[config.mk]
export PLATFORM = sky130hd
export DESIGN_NAME = mips_bus_arbiter
export DESIGN_NICKNAME = d
export VERILOG_FILES = /design/src/rtl/mips_bus_pkg.sv /design/src/rtl/bus_watchdog.sv /design/src/rtl/mips_bus_arbiter.sv
export SDC_FILE = /design/constraint.sdc
export NUM_CORES = 1
export LEC_CHECK = 0
export ABC_AREA = 1
export BUFFER_PORTS_ARGS = -buffer_cell sky130_fd_sc_hd__buf_2
export CAP_MARGIN = 15
export CORE_AREA = 2 2 123 125
export CTS_CLUSTER_DIAMETER = 120
export CTS_CLUSTER_SIZE = 10
export DETAILED_ROUTE_END_ITERATION = 8
export DIE_AREA = 0 0 125 127
export GPL_ROUTABILITY_DRIVEN = 0
export REMOVE_ABC_BUFFERS = 1
export SLEW_MARGIN = 25
export SYNTH_ARGS = -nofsm -noshare
export SYNTH_HDL_FRONTEND = slang
export SYNTH_HIERARCHICAL = 1
export SYNTH_SLANG_ARGS = --single-unit
[constraint.sdc]
create_clock -name clk -period 3.93 [get_ports clk]
set_input_delay 0.786 -clock clk [delete_from_list [all_inputs] [get_ports clk]]
set_output_delay 0.786 -clock clk [all_outputs]
set_load 0.01 [all_outputs]
[src/rtl/mips_bus_pkg.sv]
// Shared types and constants for the two-master Avalon-style bus arbiter.
package mips_bus_pkg;

    typedef enum logic [1:0] {
        ST_IDLE = 2'd0,
        ST_GNT0 = 2'd1,
        ST_GNT1 = 2'd2
    } arb_state_e;

    localparam logic [31:0] BUS_ABORT_DATA = 32'hDEADBEEF;

    localparam logic [1:0] GRANT_NONE = 2'b00;
    localparam logic [1:0] GRANT_M0   = 2'b01;
    localparam logic [1:0] GRANT_M1   = 2'b10;

endpackage

[src/rtl/bus_watchdog.sv]
// Stall counter for one granted transaction; hit flags the abort cycle.
module bus_watchdog #(
    parameter int unsigned TIMEOUT_CYCLES = 255
) (
    input  logic clk,
    input  logic reset,
    input  logic clear,
    input  logic enable,
    output logic hit
);

    localparam logic [15:0] LIMIT   = 16'(TIMEOUT_CYCLES);
    localparam logic        ENABLED = (TIMEOUT_CYCLES != 32'd0);

    logic [15:0] count_r;

    // Stalled-cycle counter, held at zero while the arbiter is idle
    always_ff @(posedge clk or negedge reset) begin
        if (!reset) begin
            count_r <= 16'd0;
        end else if (clear) begin
            count_r <= 16'd0;
        end else if (enable) begin
            count_r <= count_r + 16'd1;
        end else begin
            count_r <= count_r;
        end
    end

    assign hit = ENABLED && (count_r == LIMIT);

endmodule

[src/rtl/mips_bus_arbiter.sv]
// Two-master round-robin arbiter in front of a single Avalon-style memory slave,
// with a watchdog that aborts transactions the slave stalls for too long.
module mips_bus_arbiter
    import mips_bus_pkg::*;
#(
    parameter int unsigned TIMEOUT_CYCLES = 255
) (
    input  logic        clk,
    input  logic        reset,
    input  logic [31:0] m0_address,
    input  logic        m0_read,
    input  logic        m0_write,
    input  logic [31:0] m0_writedata,
    input  logic [3:0]  m0_byteenable,
    output logic        m0_waitrequest,
    output logic [31:0] m0_readdata,
    input  logic [31:0] m1_address,
    input  logic        m1_read,
    input  logic        m1_write,
    input  logic [31:0] m1_writedata,
    input  logic [3:0]  m1_byteenable,
    output logic        m1_waitrequest,
    output logic [31:0] m1_readdata,
    output logic [31:0] s_address,
    output logic        s_read,
    output logic        s_write,
    output logic [31:0] s_writedata,
    output logic [3:0]  s_byteenable,
    input  logic        s_waitrequest,
    input  logic [31:0] s_readdata,
    output logic [1:0]  grant,
    output logic        timeout_err,
    input  logic        err_clear
);

    arb_state_e state_r;
    logic [1:0] grant_r;
    logic       last_grant_r;
    logic       timeout_err_r;

    logic req0_s;
    logic req1_s;
    logic in_gnt_s;
    logic hit_s;
    logic abort_s;

    assign req0_s   = m0_read | m0_write;
    assign req1_s   = m1_read | m1_write;
    assign in_gnt_s = (state_r != ST_IDLE);
    assign abort_s  = in_gnt_s & hit_s;

    bus_watchdog #(
        .TIMEOUT_CYCLES (TIMEOUT_CYCLES)
    ) u_watchdog (
        .clk    (clk),
        .reset  (reset),
        .clear  (~in_gnt_s),
        .enable (in_gnt_s & s_waitrequest & ~hit_s),
        .hit    (hit_s)
    );

    // Route the owner's request to the slave; abort suppresses strobes and answers the master
    always_comb begin
        s_address      = 32'd0;
        s_read         = 1'b0;
        s_write        = 1'b0;
        s_writedata    = 32'd0;
        s_byteenable   = 4'd0;
        m0_waitrequest = 1'b1;
        m0_readdata    = 32'd0;
        m1_waitrequest = 1'b1;
        m1_readdata    = 32'd0;
        case (state_r)
            ST_GNT0: begin
                s_address      = m0_address;
                s_writedata    = m0_writedata;
                s_byteenable   = m0_byteenable;
                s_write        = m0_write & ~hit_s;
                s_read         = m0_read & ~m0_write & ~hit_s;
                m0_waitrequest = hit_s ? 1'b0 : s_waitrequest;
                m0_readdata    = hit_s ? BUS_ABORT_DATA : s_readdata;
            end
            ST_GNT1: begin
                s_address      = m1_address;
                s_writedata    = m1_writedata;
                s_byteenable   = m1_byteenable;
                s_write        = m1_write & ~hit_s;
                s_read         = m1_read & ~m1_write & ~hit_s;
                m1_waitrequest = hit_s ? 1'b0 : s_waitrequest;
                m1_readdata    = hit_s ? BUS_ABORT_DATA : s_readdata;
            end
            default: begin
                s_address = 32'd0;
            end
        endcase
    end

    // Arbiter FSM with registered grant, round-robin history and sticky error flag
    always_ff @(posedge clk or negedge reset) begin
        if (!reset) begin
            state_r       <= ST_IDLE;
            grant_r       <= GRANT_NONE;
            last_grant_r  <= 1'b1;
            timeout_err_r <= 1'b0;
        end else begin
            if (abort_s) begin
                timeout_err_r <= 1'b1;
            end else if (err_clear) begin
                timeout_err_r <= 1'b0;
            end else begin
                timeout_err_r <= timeout_err_r;
            end

            case (state_r)
                ST_IDLE: begin
                    // On a tie the master not served last wins
                    if (req0_s && (!req1_s || last_grant_r)) begin
                        state_r <= ST_GNT0;
                        grant_r <= GRANT_M0;
                    end else if (req1_s) begin
                        state_r <= ST_GNT1;
                        grant_r <= GRANT_M1;
                    end else begin
                        state_r <= ST_IDLE;
                        grant_r <= GRANT_NONE;
                    end
                end
                ST_GNT0: begin
                    if (hit_s || (req0_s && !s_waitrequest)) begin
                        state_r      <= ST_IDLE;
                        grant_r      <= GRANT_NONE;
                        last_grant_r <= 1'b0;
                    end else if (!req0_s) begin
                        state_r <= ST_IDLE;
                        grant_r <= GRANT_NONE;
                    end else begin
                        state_r <= ST_GNT0;
                        grant_r <= GRANT_M0;
                    end
                end
                ST_GNT1: begin
                    if (hit_s || (req1_s && !s_waitrequest)) begin
                        state_r      <= ST_IDLE;
                        grant_r      <= GRANT_NONE;
                        last_grant_r <= 1'b1;
                    end else if (!req1_s) begin
                        state_r <= ST_IDLE;
                        grant_r <= GRANT_NONE;
                    end else begin
                        state_r <= ST_GNT1;
                        grant_r <= GRANT_M1;
                    end
                end
                default: begin
                    state_r <= ST_IDLE;
                    grant_r <= GRANT_NONE;
                end
            endcase
        end
    end

    assign grant       = grant_r;
    assign timeout_err = timeout_err_r;

endmodule

==> metrics.cfg <==
[outcome]
status=complete, no violations

[yosys]
netlist_instances=510
synth_top_area_share_pct=23.3
synth_area_leader_cell=nand2_1
avgSynthCellArea_um2=5.59
synthesis.area_mm2=0.00285
synth-seq-area-share_pct=17.6
ys_types=31
yosys_warnings=6
ys_seq_elements=20
synth.area.top_cells=nand2_1 (23%), a21oi_1 (20%), dfrtp_1 (17%)

[timing]
finalHoldViolCount=0
fmax_ghz=0.325
period_share_pct=78.3
final.min_clock_period_ns=3.08
worst_pin_slew_ns=0.574
fin_tns_setup_ns=0
fin_skew_ns=0.00324
finalSetupViolCount=0
rsz0062_at_grt=false
relSlewSlack_pct=61.7
maxSlewViolCount=0

[grt]
grt_pass1_vias=3901
grt_max_degree=59
grt_most_used_layer=met2
met1_usage_pct=19.0
grtUsageMet2_pct=27.3
grt_pass1_wl_mm=20.1
overflow=0
met3_usage_pct=4.15
antenna_found_initial=1
track_usage_pct=15.3

[placement]
post_dp_cell_area_mm2=0.00446
io_buffers=314
dp_hpwl_mm=11.0

[final_layout]
final_nets=984
num_antenna_cells=0
areaGrowthSynthToFinish_pct=60.0
layout-drive-gt1-share_pct=44.3
design_area_mm2=0.00456

[floorplan]
std_cell_rows=44
ios=315
start_util_pct=19.8
dieArea_mm2=0.0159
dieHeight_um=127
die_x_um=125
core-area_mm2=0.0144

[cts]
post_cts_buffers=0
clkTransAtPathRegs_ns=0.06
cts_hold_buf=0
clockBufferDepth=2
cts_tree=yes
htree_num_levels=1
cts-buffers-inserted=3
clkSinkCount=20
root_buffer=clkbuf_16
cts_resized=0
worstSkewPairLatency_ns=0.26

[critical_path]
cp.required_ns=3.14
path_class=flip-flop to primary output
arrival_ns=2.29
cp-end-kind=primary output
startpoint_type=flip-flop
crit_fanout=28

[pwr]
ir_worst_vdd_mv=0.250
powerDensity_mw_per_mm2=506
power_leakage_nw=2.61
fin_total_pwr_w=0.00231

[hold_path]
hold_class=flip-flop to flip-flop

[drt]
drt_iter0_drc=162
ant_nets=0
routed_wire_length_per_instance_um=13.5
wl_mm=13.3
num_vias=4272
dr.pass1.iters=4
via_per_inst=4.33
drc_errors=0

[flow_run]
drv_cap=0

[through the flow]
step                      setup WS, ns  hold WS, ns  cells  utilization, %
after global placement            1.18        0.463    982            30.9
after detailed placement          1.13        0.466    982            30.9
after CTS                        0.843        0.476    986            31.6
final                            0.851        0.473    986            31.6
after floorplan                  0.360        0.446    477               -
after global routing             0.588        0.513    986            31.6
[layout make-up]
type	count	area [um2]
Clock inverter	1	30.0
Multi-Input combinational cell	397	1850
Timing Repair Buffer	321	1650
Clock buffer	3	75.1
Tap cell	184	230
Inverter	60	228
Fill cell	1669	9860
Sequential cell	20	502
[cell usage after synthesis]
cell type,instances
dfrtp_1,19
nand3_2,1
a32oi_1,1
inv_4,1
o21ai_0,10
xnor2_1,1
a21oi_2,10
nor2_4,4
clkbuf_4,1
nand3_1,8
nand4_1,2
clkinv_1,1
inv_1,54
a21oi_1,114
nor3b_1,2
nor2_2,2
o22ai_1,1
buf_6,16
nand2_1,177
nor3_1,2
nand2_2,4
clkbuf_1,4
ha_1,5
nor2_1,48
a211oi_2,1
buf_2,6
dfstp_2,1
nor4_1,2
inv_2,4
o21ai_1,2
buf_4,6
[state kept, by name, summed over array words and instances, names as in the netlist]
signal	cells
timeout_err	1
u_watchdog/count_r	16
last_grant_r	1
grant	2
[per-layer routing]
metal	up-vias	part of all wire, %	wire, um
met3	11	8.0	1060
met5	-	0.098	13
met2	155	50	6670
met4	2	0.87	116
met1	1904	41	5410
li1	2200	-	-
[where the power goes]
group / internal [W] / switching (W) / total, W
clock network: 0.000202 / 0.0000809 / 0.000283
logic: 0.000606 / 0.00117 / 0.00178
registers: 0.000230 / 0.0000212 / 0.000251
[path summary, 6_finish.rpt]
kind / startpoint / slack (ns) / end / depth (start not counted)
worst max-delay path: u_watchdog/count_r[0]$_DFFE_PN0P_ / 0.85 / m0_readdata[3] / 9
worst min-delay path: last_grant_r$_DFFE_PN1P_ / 0.47 / last_grant_r$_DFFE_PN1P_ / 2
worst max register to register: u_watchdog/count_r[0]$_DFFE_PN0P_ / 1.17 / u_watchdog/count_r[13]$_DFFE_PN0P_ / 15
worst min register to register: last_grant_r$_DFFE_PN1P_ / 0.47 / last_grant_r$_DFFE_PN1P_ / 2
max in group asynchronous: reset / 3.11 / last_grant_r$_DFFE_PN1P_ / 1
min in group asynchronous: reset / 0.48 / u_watchdog/count_r[7]$_DFFE_PN0P_ / 1
[cell usage in the layout, fill, tap and decap left out]
cell / n
nor2_1: 48
o22ai_1: 1
a32oi_1: 1
a21oi_2: 10
nor3_1: 2
nor3b_1: 2
nand3_2: 1
nand2_2: 4
a211oi_2: 1
nor2_4: 4
dfrtp_1: 19
inv_1: 54
buf_12: 2
nand3_1: 8
nand2_1: 177
inv_4: 1
dfstp_2: 1
nor2_2: 2
ha_2: 2
a21oi_1: 114
nor4_1: 2
xnor2_1: 1
inv_2: 4
ha_1: 3
o21ai_1: 2
clkbuf_16: 3
buf_4: 5
bufinv_16: 1
clkinv_1: 1
buf_2: 314
o21ai_0: 10
nand4_1: 2
[worst max-delay path, stage by stage, from the launching register on]
cell      delay [ns]
dfrtp_1         0.41
ha_1            0.19
nand3_1         0.08
clkinv_1        0.08
nand2_1         0.10
nor2_1          0.32
inv_2           0.28
buf_4           0.27
a21oi_1         0.15
buf_2           0.15
[logic make-up (layout without fill, tap and decap cells)]
| kind of cell | count (synthesis) | in the layout | synth area share (%) |
|---|---|---|---|
| compound gates | 139 | 139 | 26.2 |
| fa+ha+maj | 5 | 5 | 2.19 |
| buf+inv | 93 | 385 | 17.7 |
| simple gates | 252 | 252 | 36.0 |
| xor+xnor | 1 | 1 | 0.307 |
| flops | 20 | 20 | 17.6 |
No activity file was read; power rests on OpenSTA's default activity.
